**src/rtl/memory_stage_pkg.sv**
```systemverilog
// Shared types for the memory stage: bus types in package common,
// pipeline records and the FSM state enum in package pipes.
package common;
    typedef logic [63:0] word_t;
    typedef logic [63:0] addr_t;
    typedef logic [7:0]  strobe_t;

    typedef enum logic [2:0] {
        MSIZE1 = 3'd0,
        MSIZE2 = 3'd1,
        MSIZE4 = 3'd2,
        MSIZE8 = 3'd3
    } msize_t;

    typedef struct packed {
        logic    valid;
        addr_t   addr;
        msize_t  size;
        strobe_t strobe;
        word_t   data;
    } dbus_req_t;

    typedef struct packed {
        logic  addr_ok;
        logic  data_ok;
        word_t data;
    } dbus_resp_t;
endpackage

package pipes;
    import common::*;

    typedef logic [4:0] creg_addr_t;

    typedef enum logic [1:0] {
        IDLE = 2'd0,
        WAIT = 2'd1,
        HOLD = 2'd2
    } mem_state_t;

    typedef struct packed {
        logic        valid;
        logic        regwrite;
        logic        memtoreg;
        logic        memread;
        logic        memwrite;
        word_t       writedata;
        word_t       aluout;
        logic [63:0] pc;
        logic [31:0] raw_instr;
        creg_addr_t  dst;
        msize_t      msize;
        logic        mem_unsigned;
    } execute_data_t;

    typedef struct packed {
        logic        valid;
        logic        regwrite;
        logic        memtoreg;
        word_t       result;
        logic [63:0] pc;
        logic [31:0] raw_instr;
        creg_addr_t  dst;
        logic        misalign;
    } memory_data_t;
endpackage

```
**src/rtl/memory_stage_memalign.sv**
```systemverilog
// memalign: combinational lane steering for the data bus.
// Builds store strobe/data from the low address bits and extends load data.
module memalign
    import common::*;
(
    input  logic [2:0] i_offset,
    input  msize_t     i_size,
    input  logic       i_store,
    input  logic       i_unsigned,
    input  word_t      i_wdata,
    input  word_t      i_rdata,
    output strobe_t    o_strobe,
    output word_t      o_wdata,
    output word_t      o_ldata
);
    logic [5:0] w_shamt;
    strobe_t    w_mask;
    word_t      w_shifted;

    assign w_shamt = {i_offset, 3'b000};

    // store side: byte-enable mask by size, moved into the addressed lanes
    always_comb begin
        case (i_size)
            MSIZE1:  w_mask = 8'h01;
            MSIZE2:  w_mask = 8'h03;
            MSIZE4:  w_mask = 8'h0F;
            default: w_mask = 8'hFF;
        endcase
        o_strobe = i_store ? (w_mask << i_offset) : '0;
        o_wdata  = i_wdata << w_shamt;
    end

    // load side: bring addressed bytes to lane 0, truncate, then extend
    always_comb begin
        w_shifted = i_rdata >> w_shamt;
        case (i_size)
            MSIZE1:  o_ldata = i_unsigned ? {56'b0, w_shifted[7:0]}
                                          : {{56{w_shifted[7]}}, w_shifted[7:0]};
            MSIZE2:  o_ldata = i_unsigned ? {48'b0, w_shifted[15:0]}
                                          : {{48{w_shifted[15]}}, w_shifted[15:0]};
            MSIZE4:  o_ldata = i_unsigned ? {32'b0, w_shifted[31:0]}
                                          : {{32{w_shifted[31]}}, w_shifted[31:0]};
            default: o_ldata = w_shifted;
        endcase
    end
endmodule

```
**src/rtl/memory_stage.sv**
```systemverilog
// memory_stage: issues loads/stores on the data bus, stalls until data_ok,
// and holds the captured load result while the downstream stage is stalled.
// Optional feature macro: MEM_MISALIGN_CHECK_EN (suppresses misaligned accesses
// and flags them on dataM.misalign).
module memory_stage
    import common::*;
    import pipes::*;
(
    input  logic          clk,
    input  logic          reset,
    input  execute_data_t dataE,
    output memory_data_t  dataM,
    output dbus_req_t     dreq,
    input  dbus_resp_t    dresp,
    input  logic          stallM,
    output logic          memstall,
    output word_t         memdata
);
    mem_state_t r_state;
    mem_state_t w_next;
    word_t      r_data;
    logic       w_misalign;
    logic       w_memop;
    strobe_t    w_strobe;
    word_t      w_wdata;
    word_t      w_ldata;
    word_t      w_load;
    dbus_req_t  w_req;
    logic       w_unused_addr_ok;

    // Completion keys on data_ok alone; address acceptance carries no extra meaning here.
    assign w_unused_addr_ok = dresp.addr_ok;

`ifdef MEM_MISALIGN_CHECK_EN
    // flag a memory op whose address is not a multiple of its access size
    always_comb begin
        w_misalign = 1'b0;
        if (dataE.valid && (dataE.memread || dataE.memwrite)) begin
            case (dataE.msize)
                MSIZE2:  w_misalign = dataE.aluout[0];
                MSIZE4:  w_misalign = |dataE.aluout[1:0];
                MSIZE8:  w_misalign = |dataE.aluout[2:0];
                default: w_misalign = 1'b0;
            endcase
        end
    end
`else
    assign w_misalign = 1'b0;
`endif

    assign w_memop = dataE.valid & (dataE.memread | dataE.memwrite) & ~w_misalign;

    memalign u_memalign (
        .i_offset   (dataE.aluout[2:0]),
        .i_size     (dataE.msize),
        .i_store    (dataE.memwrite),
        .i_unsigned (dataE.mem_unsigned),
        .i_wdata    (dataE.writedata),
        .i_rdata    (dresp.data),
        .o_strobe   (w_strobe),
        .o_wdata    (w_wdata),
        .o_ldata    (w_ldata)
    );

    // request fields come straight from dataE, which memstall keeps frozen while waiting
    always_comb begin
        w_req.valid  = 1'b1;
        w_req.addr   = dataE.aluout;
        w_req.size   = dataE.msize;
        w_req.strobe = w_strobe;
        w_req.data   = w_wdata;
    end

    // state register
    always_ff @(posedge clk or posedge reset) begin
        if (reset) r_state <= IDLE;
        else       r_state <= w_next;
    end

    // next-state logic
    always_comb begin
        w_next = r_state;
        case (r_state)
            IDLE: if (w_memop) w_next = dresp.data_ok ? (stallM ? HOLD : IDLE) : WAIT;
            WAIT: if (dresp.data_ok) w_next = stallM ? HOLD : IDLE;
            HOLD: if (!stallM) w_next = IDLE;
            default: w_next = IDLE;
        endcase
    end

    // outputs: bus request, stall and the load value seen by writeback/forwarding
    always_comb begin
        dreq     = '0;
        memstall = 1'b0;
        w_load   = w_ldata;
        case (r_state)
            IDLE: if (w_memop) begin
                dreq     = w_req;
                memstall = ~dresp.data_ok;
            end
            WAIT: begin
                dreq     = w_req;
                memstall = ~dresp.data_ok;
            end
            HOLD: w_load = r_data;
            default: ;
        endcase
        // reset drops the request immediately, before any clock edge
        if (reset) begin
            dreq.valid = 1'b0;
            memstall   = 1'b0;
        end
    end

    // capture the extended load data on completion so HOLD can replay it
    always_ff @(posedge clk or posedge reset) begin
        if (reset) begin
            r_data <= '0;
        end else if (dresp.data_ok && ((r_state == IDLE && w_memop) || r_state == WAIT)) begin
            r_data <= w_ldata;
        end
    end

    // writeback record and forwarding value
    always_comb begin
        dataM.valid     = dataE.valid & ~memstall;
        dataM.regwrite  = dataE.regwrite & ~w_misalign;
        dataM.memtoreg  = dataE.memtoreg;
        dataM.result    = dataE.memtoreg ? w_load : dataE.aluout;
        dataM.pc        = dataE.pc;
        dataM.raw_instr = dataE.raw_instr;
        dataM.dst       = dataE.dst;
        dataM.misalign  = w_misalign;
    end

    assign memdata = w_load;
endmodule
```
**config.mk**
```make
export PLATFORM = sky130hd
export DESIGN_NAME = memory_stage
export DESIGN_NICKNAME = d
export VERILOG_FILES = /design/src/rtl/memory_stage_pkg.sv /design/src/rtl/memory_stage_memalign.sv /design/src/rtl/memory_stage.sv
export SDC_FILE = /design/constraint.sdc
export NUM_CORES = 1
export LEC_CHECK = 0
export ABC_AREA = 1
export ABC_CLOCK_PERIOD_IN_PS = 2800
export BUFFER_PORTS_ARGS = -buffer_cell sky130_fd_sc_hd__buf_2
export CORE_AREA = 2 2 262 264
export DETAILED_ROUTE_END_ITERATION = 10
export DIE_AREA = 0 0 264 266
export GPL_ROUTABILITY_DRIVEN = 0
export SYNTH_ARGS = -nofsm -noshare
export SYNTH_HDL_FRONTEND = slang
export SYNTH_SLANG_ARGS = --single-unit
```
**constraint.sdc**
```tcl
create_clock -name clk -period 2.8 [get_ports clk]
set_input_delay 0.28 -clock clk [delete_from_list [all_inputs] [get_ports clk]]
set_output_delay 0.28 -clock clk [all_outputs]
set_load 0.02 [all_outputs]
```
==> results.sh, run 1 <==
export IMPL_status="completed"
export IMPL_fmax_ghz=0.3843
export IMPL_rsz0062_at_grt="false"
export IMPL_tns_ps=0
export IMPL_slowest_delay_ps=390
export IMPL_grt_pass1_wl_um=77160
export IMPL_whs_ps=107.1
export IMPL_tritoncts="yes"
export IMPL_synthFlopType="dfrtp_1"
export IMPL_cp_cell_sequence="buf_4, buf_12, buf_4, o21ai_0, o21ai_0, o21ai_0, buf_4, nand2_1, o21ai_0, buf_4, nand2_1, o21ai_0, buf_2"
export IMPL_ys_seq_area_share_pct=17.61
export IMPL_cts_root_buf="clkbuf_16"
export IMPL_ctsHtreeMaxLevel=3
export IMPL_synth_cell_type_count=39
export IMPL_cts_buffers=9
export IMPL_dieArea_um2=70220
export IMPL_dieWidth_um=264
export IMPL_worst_setup_path_type="input port to output pin"
export IMPL_grt_max_degree=84
export IMPL_drtIter0Drc=922
export IMPL_max_cap_violations=0
export IMPL_worstPathArrival_ps=2320
export IMPL_drc=0
export IMPL_start_kind="input port"
export IMPL_layout_common_cells="buf_2 (471), nand2_1 (367), nor2_1 (217)"
export IMPL_ir_drop_mv=0.2823
export IMPL_p_comb_share_pct=54.5
export IMPL_die_h_um=266
export IMPL_multi_input_area_um2=5908
export IMPL_relSlewSlack_pct=52.03
export IMPL_r2r_end="r_data[43]"
export IMPL_clockBufferDepth=2
export IMPL_path_depth=13
export IMPL_ff2ff_setup_slack_ps=780
export IMPL_layout_cells_non_filler=2861
export IMPL_cp_end_kind="output pin"
export IMPL_setup_violations_final=0
export IMPL_ant_nets=0
export IMPL_crit_required_ps=2520
export IMPL_drive_gt1_share_pct=33.64
export IMPL_critical_path_peak_fanout=35
export IMPL_synth_edff_count=0
export IMPL_clock_skew_ps=10.85
export IMPL_netSwitchingPower_mw=2.543
export IMPL_firstDrtPassIters=6
export IMPL_total_power_mw=5.446
export IMPL_clk_pin_slew_ps=70
export IMPL_powerDensity_nw_per_um2=435.1
export IMPL_p_seq_share_pct=23.7
export IMPL_leakagePower_nw=6.657
export IMPL_synth_area_um2=9378
export IMPL_routedWlPerCell_um=19.35
export IMPL_crit_family="buffers and inverters"
export IMPL_ys_ff_latch=66
export IMPL_hpwl_um=47250
export IMPL_grt_pass1_vias=11020
export IMPL_ys_warn_count=0
export IMPL_clk_latency_ps=350
export IMPL_track_usage_pct=15.13
export IMPL_initial_core_util_pct=13.84
export IMPL_critical_path_endpoint="dataM[102]"
export IMPL_p_sw_share_pct=46.68
export IMPL_syn_area_per_cell_um2=5.715
export IMPL_timing_final_crit_period_ps=2602
export IMPL_vias=12080
export IMPL_r2r_start="r_state[1]"
export IMPL_post_drt_via_cell_ratio=4.223
export IMPL_seq_area_um2=1652
export IMPL_path_buf_inv=6
export IMPL_syn_num_nets=1948
export IMPL_cp_slowest_cell="o21ai_0"
export IMPL_wl_um=55370
export IMPL_period_share_pct=92.94
export IMPL_fp_row_count=96
export IMPL_core_area_um2=67750
export IMPL_gr_total_overflow=0
export IMPL_numPortBuffers=474
export IMPL_syn_to_final_growth_pct=33.48
export IMPL_p_int_mw=2.904
export IMPL_power_clock_fraction_pct=21.9
export IMPL_min_path_type="input port to flip-flop"
export IMPL_worst_pin_slew_ps=712.0
export IMPL_startpoint="dataE[105]"
export IMPL_finalMaxSlewViolations=0
export IMPL_cts_hold_buffers_added=0
export IMPL_async_flop_share_pct=100.0
export IMPL_place_inst=2843
export IMPL_reg2reg_depth=7
export IMPL_final_common_cell="buf_2"
export IMPL_synthCells=1641
export IMPL_cpMostUsedCell="o21ai_0"
export IMPL_fill_cells=7926
export IMPL_finalHoldViolations=0
export IMPL_ios=681
export IMPL_antenna_found_initial=22
export IMPL_cts_sinks=66
export IMPL_nets=2279
cell families (layout without fill, tap and decap cells):
group | after synthesis | after routing | share of synthesized area [%]
AO/OA/AOI/OAI | 310 | 310 | 19.00
buffers and inverters | 351 | 687 | 19.57
flip-flops | 66 | 66 | 17.61
AND/OR/NAND/NOR | 900 | 900 | 42.39
other | 1 | 3 | 0.03999
multiplexers | 13 | 13 | 1.388
flip-flops by register name (all words and copies together) (netlist names):
name     cells
r_state      2
r_data      64
worst min-delay path by stage:
stage	endpoint	start	slack, ps	cells after the start
after floorplan	r_state[0]	dresp[64]	360	1
after global placement	r_data[30]	r_data[30]	460	2
after detailed placement	r_data[30]	r_data[30]	470	2
after CTS	r_state[0]	dresp[64]	100	2
after global routing	r_state[0]	dresp[64]	130	2
final	r_state[0]	dresp[64]	110	2
cell type report:
class | instances | share of cell area [%]
tap | 882 | 8.816
sequential | 66 | 13.19
clock inverter | 7 | 0.6297
antenna | 2 | 0.03998
inverter | 123 | 3.739
multi-input combinational | 1224 | 47.20
timing repair buffer | 548 | 24.58
clock buffer | 9 | 1.799
power by group through the flow:
| stage | sequential, mW | clock (mW) | combinational, mW |
|---|---|---|---|
| after floorplan | 1.28 | 0 | 2.02 |
| after global placement | 1.30 | 0 | 2.98 |
| after detailed placement | 1.31 | 0 | 3.00 |
| after CTS | 1.29 | 1.23 | 3.01 |
| after global routing | 1.32 | 1.27 | 3.26 |
| final | 1.29 | 1.19 | 2.97 |
Yosys cell counts, types with 2 or more instances:
| cell type | count | area, µm² |
|---|---|---|
| o211ai_1 | 15 | 112.6 |
| a22oi_1 | 12 | 90.09 |
| nand3_1 | 167 | 835.8 |
| o32ai_1 | 6 | 52.55 |
| dfrtp_1 | 66 | 1652 |
| clkbuf_1 | 60 | 225.2 |
| nand2_2 | 2 | 12.51 |
| or2_1 | 3 | 18.77 |
| buf_2 | 37 | 185.2 |
| nand2_1 | 368 | 1381 |
| buf_6 | 7 | 78.83 |
| buf_4 | 111 | 833.3 |
| buf_1 | 13 | 48.80 |
| inv_2 | 6 | 22.52 |
| o21ai_0 | 169 | 845.8 |
| a21boi_0 | 3 | 22.52 |
| a31oi_1 | 54 | 337.8 |
| a211oi_1 | 3 | 22.52 |
| mux2i_1 | 13 | 130.1 |
| or2_2 | 82 | 513.0 |
| and2_1 | 53 | 331.6 |
| o21ai_1 | 5 | 25.02 |
| inv_1 | 115 | 431.7 |
| o2bb2ai_1 | 10 | 87.58 |
| a21oi_1 | 23 | 115.1 |
| nor2_2 | 2 | 12.51 |
| o22ai_1 | 6 | 37.54 |
| nor2_1 | 219 | 822.0 |
what timing repair did:
| action | 4_1_cts | 5_1_grt |
|---|---|---|
| resized for setup | 0 | 1 |
| setup endpoints to repair | 0 | 1 |
| buffers inserted | 0 | 0 |
metal layers:
| layer | vias up | global-route usage [%] | routed length [µm] |
|---|---|---|---|
| li1 | 5873 | - | - |
| met1 | 5488 | 18.04 | 22500 |
| met2 | 601 | 26.98 | 27210 |
| met3 | 97 | 4.030 | 4275 |
| met4 | 24 | 3.424 | 1225 |
| met5 | - | 0 | 152 |
metrics by stage:
stage / worst slack, ps / cell area [µm²] / utilization [%]
floorplan: 459.3 / 9378 / -
global placement: 201.2 / 12200 / 18.01
detailed placement: 218.1 / 12200 / 18.01
CTS: 199.4 / 12510 / 18.46
global route: 73.47 / 12510 / 18.47
finish: 197.7 / 12520 / 18.48
Note: power is estimated with default switching activity, not from simulation.
==> inputs of run 2 (changes only) <==
Settings changed: GPL_TIMING_DRIVEN set to 1, SYNTH_HIERARCHICAL set to 1.
==> run 2 against run 1 <==
Fmax is 1.9% lower. Global-route usage is 0.72 points higher. Cell count is 8.8% higher. Non-clock buffer count is 7 lower. Critical path type unchanged. Critical endpoint is now dataM[113]. Highest routed layer unchanged.
==> results.sh, run 2 <==
export IMPL_status="completed"
export IMPL_firstDrtPassIters=5
export IMPL_final_common_cell="nand2_1"
export IMPL_synth_top_area_share_pct=25.21
export IMPL_cts_hold_buffers_added=0
export IMPL_reg_largest_list="r_data (64), r_state (2)"
export IMPL_ys_seq_area_share_pct=15.05
export IMPL_seq_area_um2=1652
export IMPL_numPortBuffers=474
export IMPL_grt_pass1_wl_um=82450
export IMPL_yosys_area_top_type="nand2_1"
export IMPL_start_kind="input port"
export IMPL_drive_gt1_share_pct=30.16
export IMPL_cts_root_buf="clkbuf_16"
export IMPL_fmax_ghz=0.3771
export IMPL_crit_required_ps=2520
export IMPL_hpwl_um=48180
export IMPL_cts_buffers=9
export IMPL_ys_ff_latch=66
export IMPL_ir_drop_mv=0.2295
export IMPL_relSlewSlack_pct=50.41
export IMPL_leakagePower_nw=7.693
export IMPL_ctsHtreeMaxLevel=3
export IMPL_antenna_found_initial=38
export IMPL_drc=0
export IMPL_fp_row_count=96
export IMPL_nets=2527
export IMPL_cts_sinks=66
export IMPL_whs_ps=170.6
export IMPL_cp_end_kind="output pin"
export IMPL_dieArea_um2=70220
export IMPL_timing_final_crit_period_ps=2652
export IMPL_synthFlopType="dfrtp_1"
export IMPL_ant_nets=0
export IMPL_max_cap_violations=0
export IMPL_layout_common_cells="nand2_1 (736), buf_2 (472), inv_1 (186)"
export IMPL_cts_repair_resized=0
export IMPL_async_flop_share_pct=100.0
export IMPL_syn_to_final_growth_pct=24.81
export IMPL_finalHoldViolations=0
export IMPL_ios=681
export IMPL_dieWidth_um=264
export IMPL_critical_path_peak_fanout=11
export IMPL_yosysMostFrequentCell="nand2_1"
export IMPL_tritoncts="yes"
export IMPL_yosys_top_cells_area="nand2_1 (25%), dfrtp_1 (15%), nor2_4 (9.3%)"
export IMPL_track_usage_pct=15.85
export IMPL_top_register="r_data"
export IMPL_tns_ps=0
export IMPL_synth_cell_type_count=32
export IMPL_initial_core_util_pct=16.20
export IMPL_setup_violations_final=0
export IMPL_period_share_pct=94.72
export IMPL_synthCells=1914
export IMPL_vias=13310
export IMPL_fill_cells=7938
export IMPL_clk_latency_ps=350
export IMPL_core_area_um2=67750
export IMPL_die_h_um=266
export IMPL_syn_area_per_cell_um2=5.732
export IMPL_ys_warn_count=6
export IMPL_routedWlPerCell_um=18.84
export IMPL_finalMaxSlewViolations=0
export IMPL_multi_input_area_um2=6839
export IMPL_total_power_mw=6.085
export IMPL_post_cts_setup_buffers=0
export IMPL_syn_num_nets=2221
export IMPL_min_path_type="input port to asynchronous set/reset pin"
export IMPL_worst_pin_slew_ps=743.9
export IMPL_synth_area_um2=10970
export IMPL_grt_max_degree=88
export IMPL_powerDensity_nw_per_um2=444.3
export IMPL_synth_common_cells="nand2_1 (737), inv_1 (188), nand3_1 (177), o21ai_0 (172), buf_4 (114)"
export IMPL_clockBufferDepth=2
export IMPL_largest_register_ffs=64
export IMPL_worstPathArrival_ps=2370
export IMPL_clock_skew_ps=8.380
export IMPL_drtIter0Drc=939
export IMPL_grt_pass1_vias=12340
export IMPL_gr_total_overflow=0
export IMPL_post_drt_via_cell_ratio=4.277
export IMPL_clk_pin_slew_ps=60
export IMPL_worst_setup_path_type="input port to output pin"
export IMPL_rsz0062_at_grt="false"
export IMPL_synth_edff_count=0
export IMPL_wl_um=58620
run 2: path summary, 6_finish.rpt:
path,from,end,slack [ps],cells past startpoint
max,dataE[106],dataM[113],150,14
min,reset,r_data[51],170,3
max reg2reg,r_state[1],r_data[1],1060,6
min reg2reg,r_data[37],r_data[37],470,2
max in group asynchronous,reset,r_data[25],2190,3
min in group clk,stallM,r_state[1],200,3
run 2: area by class of cell:
| type | instances | share of cell area [%] |
|---|---|---|
| repair buffers | 541 | 22.31 |
| inverters | 194 | 5.418 |
| diodes | 5 | 0.09137 |
| multi-input cells | 1408 | 49.94 |
| well taps | 882 | 8.058 |
| flip-flops and latches | 66 | 12.06 |
| clock buffers | 11 | 1.846 |
| clock inverters | 5 | 0.2741 |
run 2: stage by stage:
stage          utilization (%)  setup slack [ps]  instance area (µm²)  instances
6_report                 20.21             147.8                13690       3112
5_1_grt                  20.20             17.93                13690       3109
4_1_cts                  20.18             60.52                13670       3107
3_5_place_dp             19.75             68.79                13380       3091
3_3_place_gp             19.75             60.14                13380       3091
2_1_floorplan                -             408.6                10970       1914
run 2: kinds of logic after synthesis:
group,Yosys count,share of synthesized area (%)
AOI/OAI and AO/OA,215,10.24
buffers and inverters,440,22.75
DFF,66,15.05
muxes,27,2.463
other,1,0.03418
and+or+nand+nor,1165,49.46
run 2: routing by layer:
layer,routed length (µm),track usage (%)
met5,218,0
met4,2787,7.509
met3,5765,5.712
met2,27800,27.27
met1,22040,17.34
run 2: where the power goes:
group	leakage (nW)	total (mW)	switching (mW)	internal (mW)
clock	0.138	1.12	0.469	0.651
sequential	0.860	1.35	0.133	1.21
combinational	6.69	3.62	2.53	1.09
run 2: worst max-delay path: stages:
cell and delay, ps:
buf_2 140, clkinv_2 220, nor2_8 140, buf_4 230
inv_2 160, o21ai_1 210, o21ai_0 100, o21ai_1 180
buf_4 160, nand2_1 50, nand2_1 160, nand2_1 60
o21ai_0 70, buf_2 190
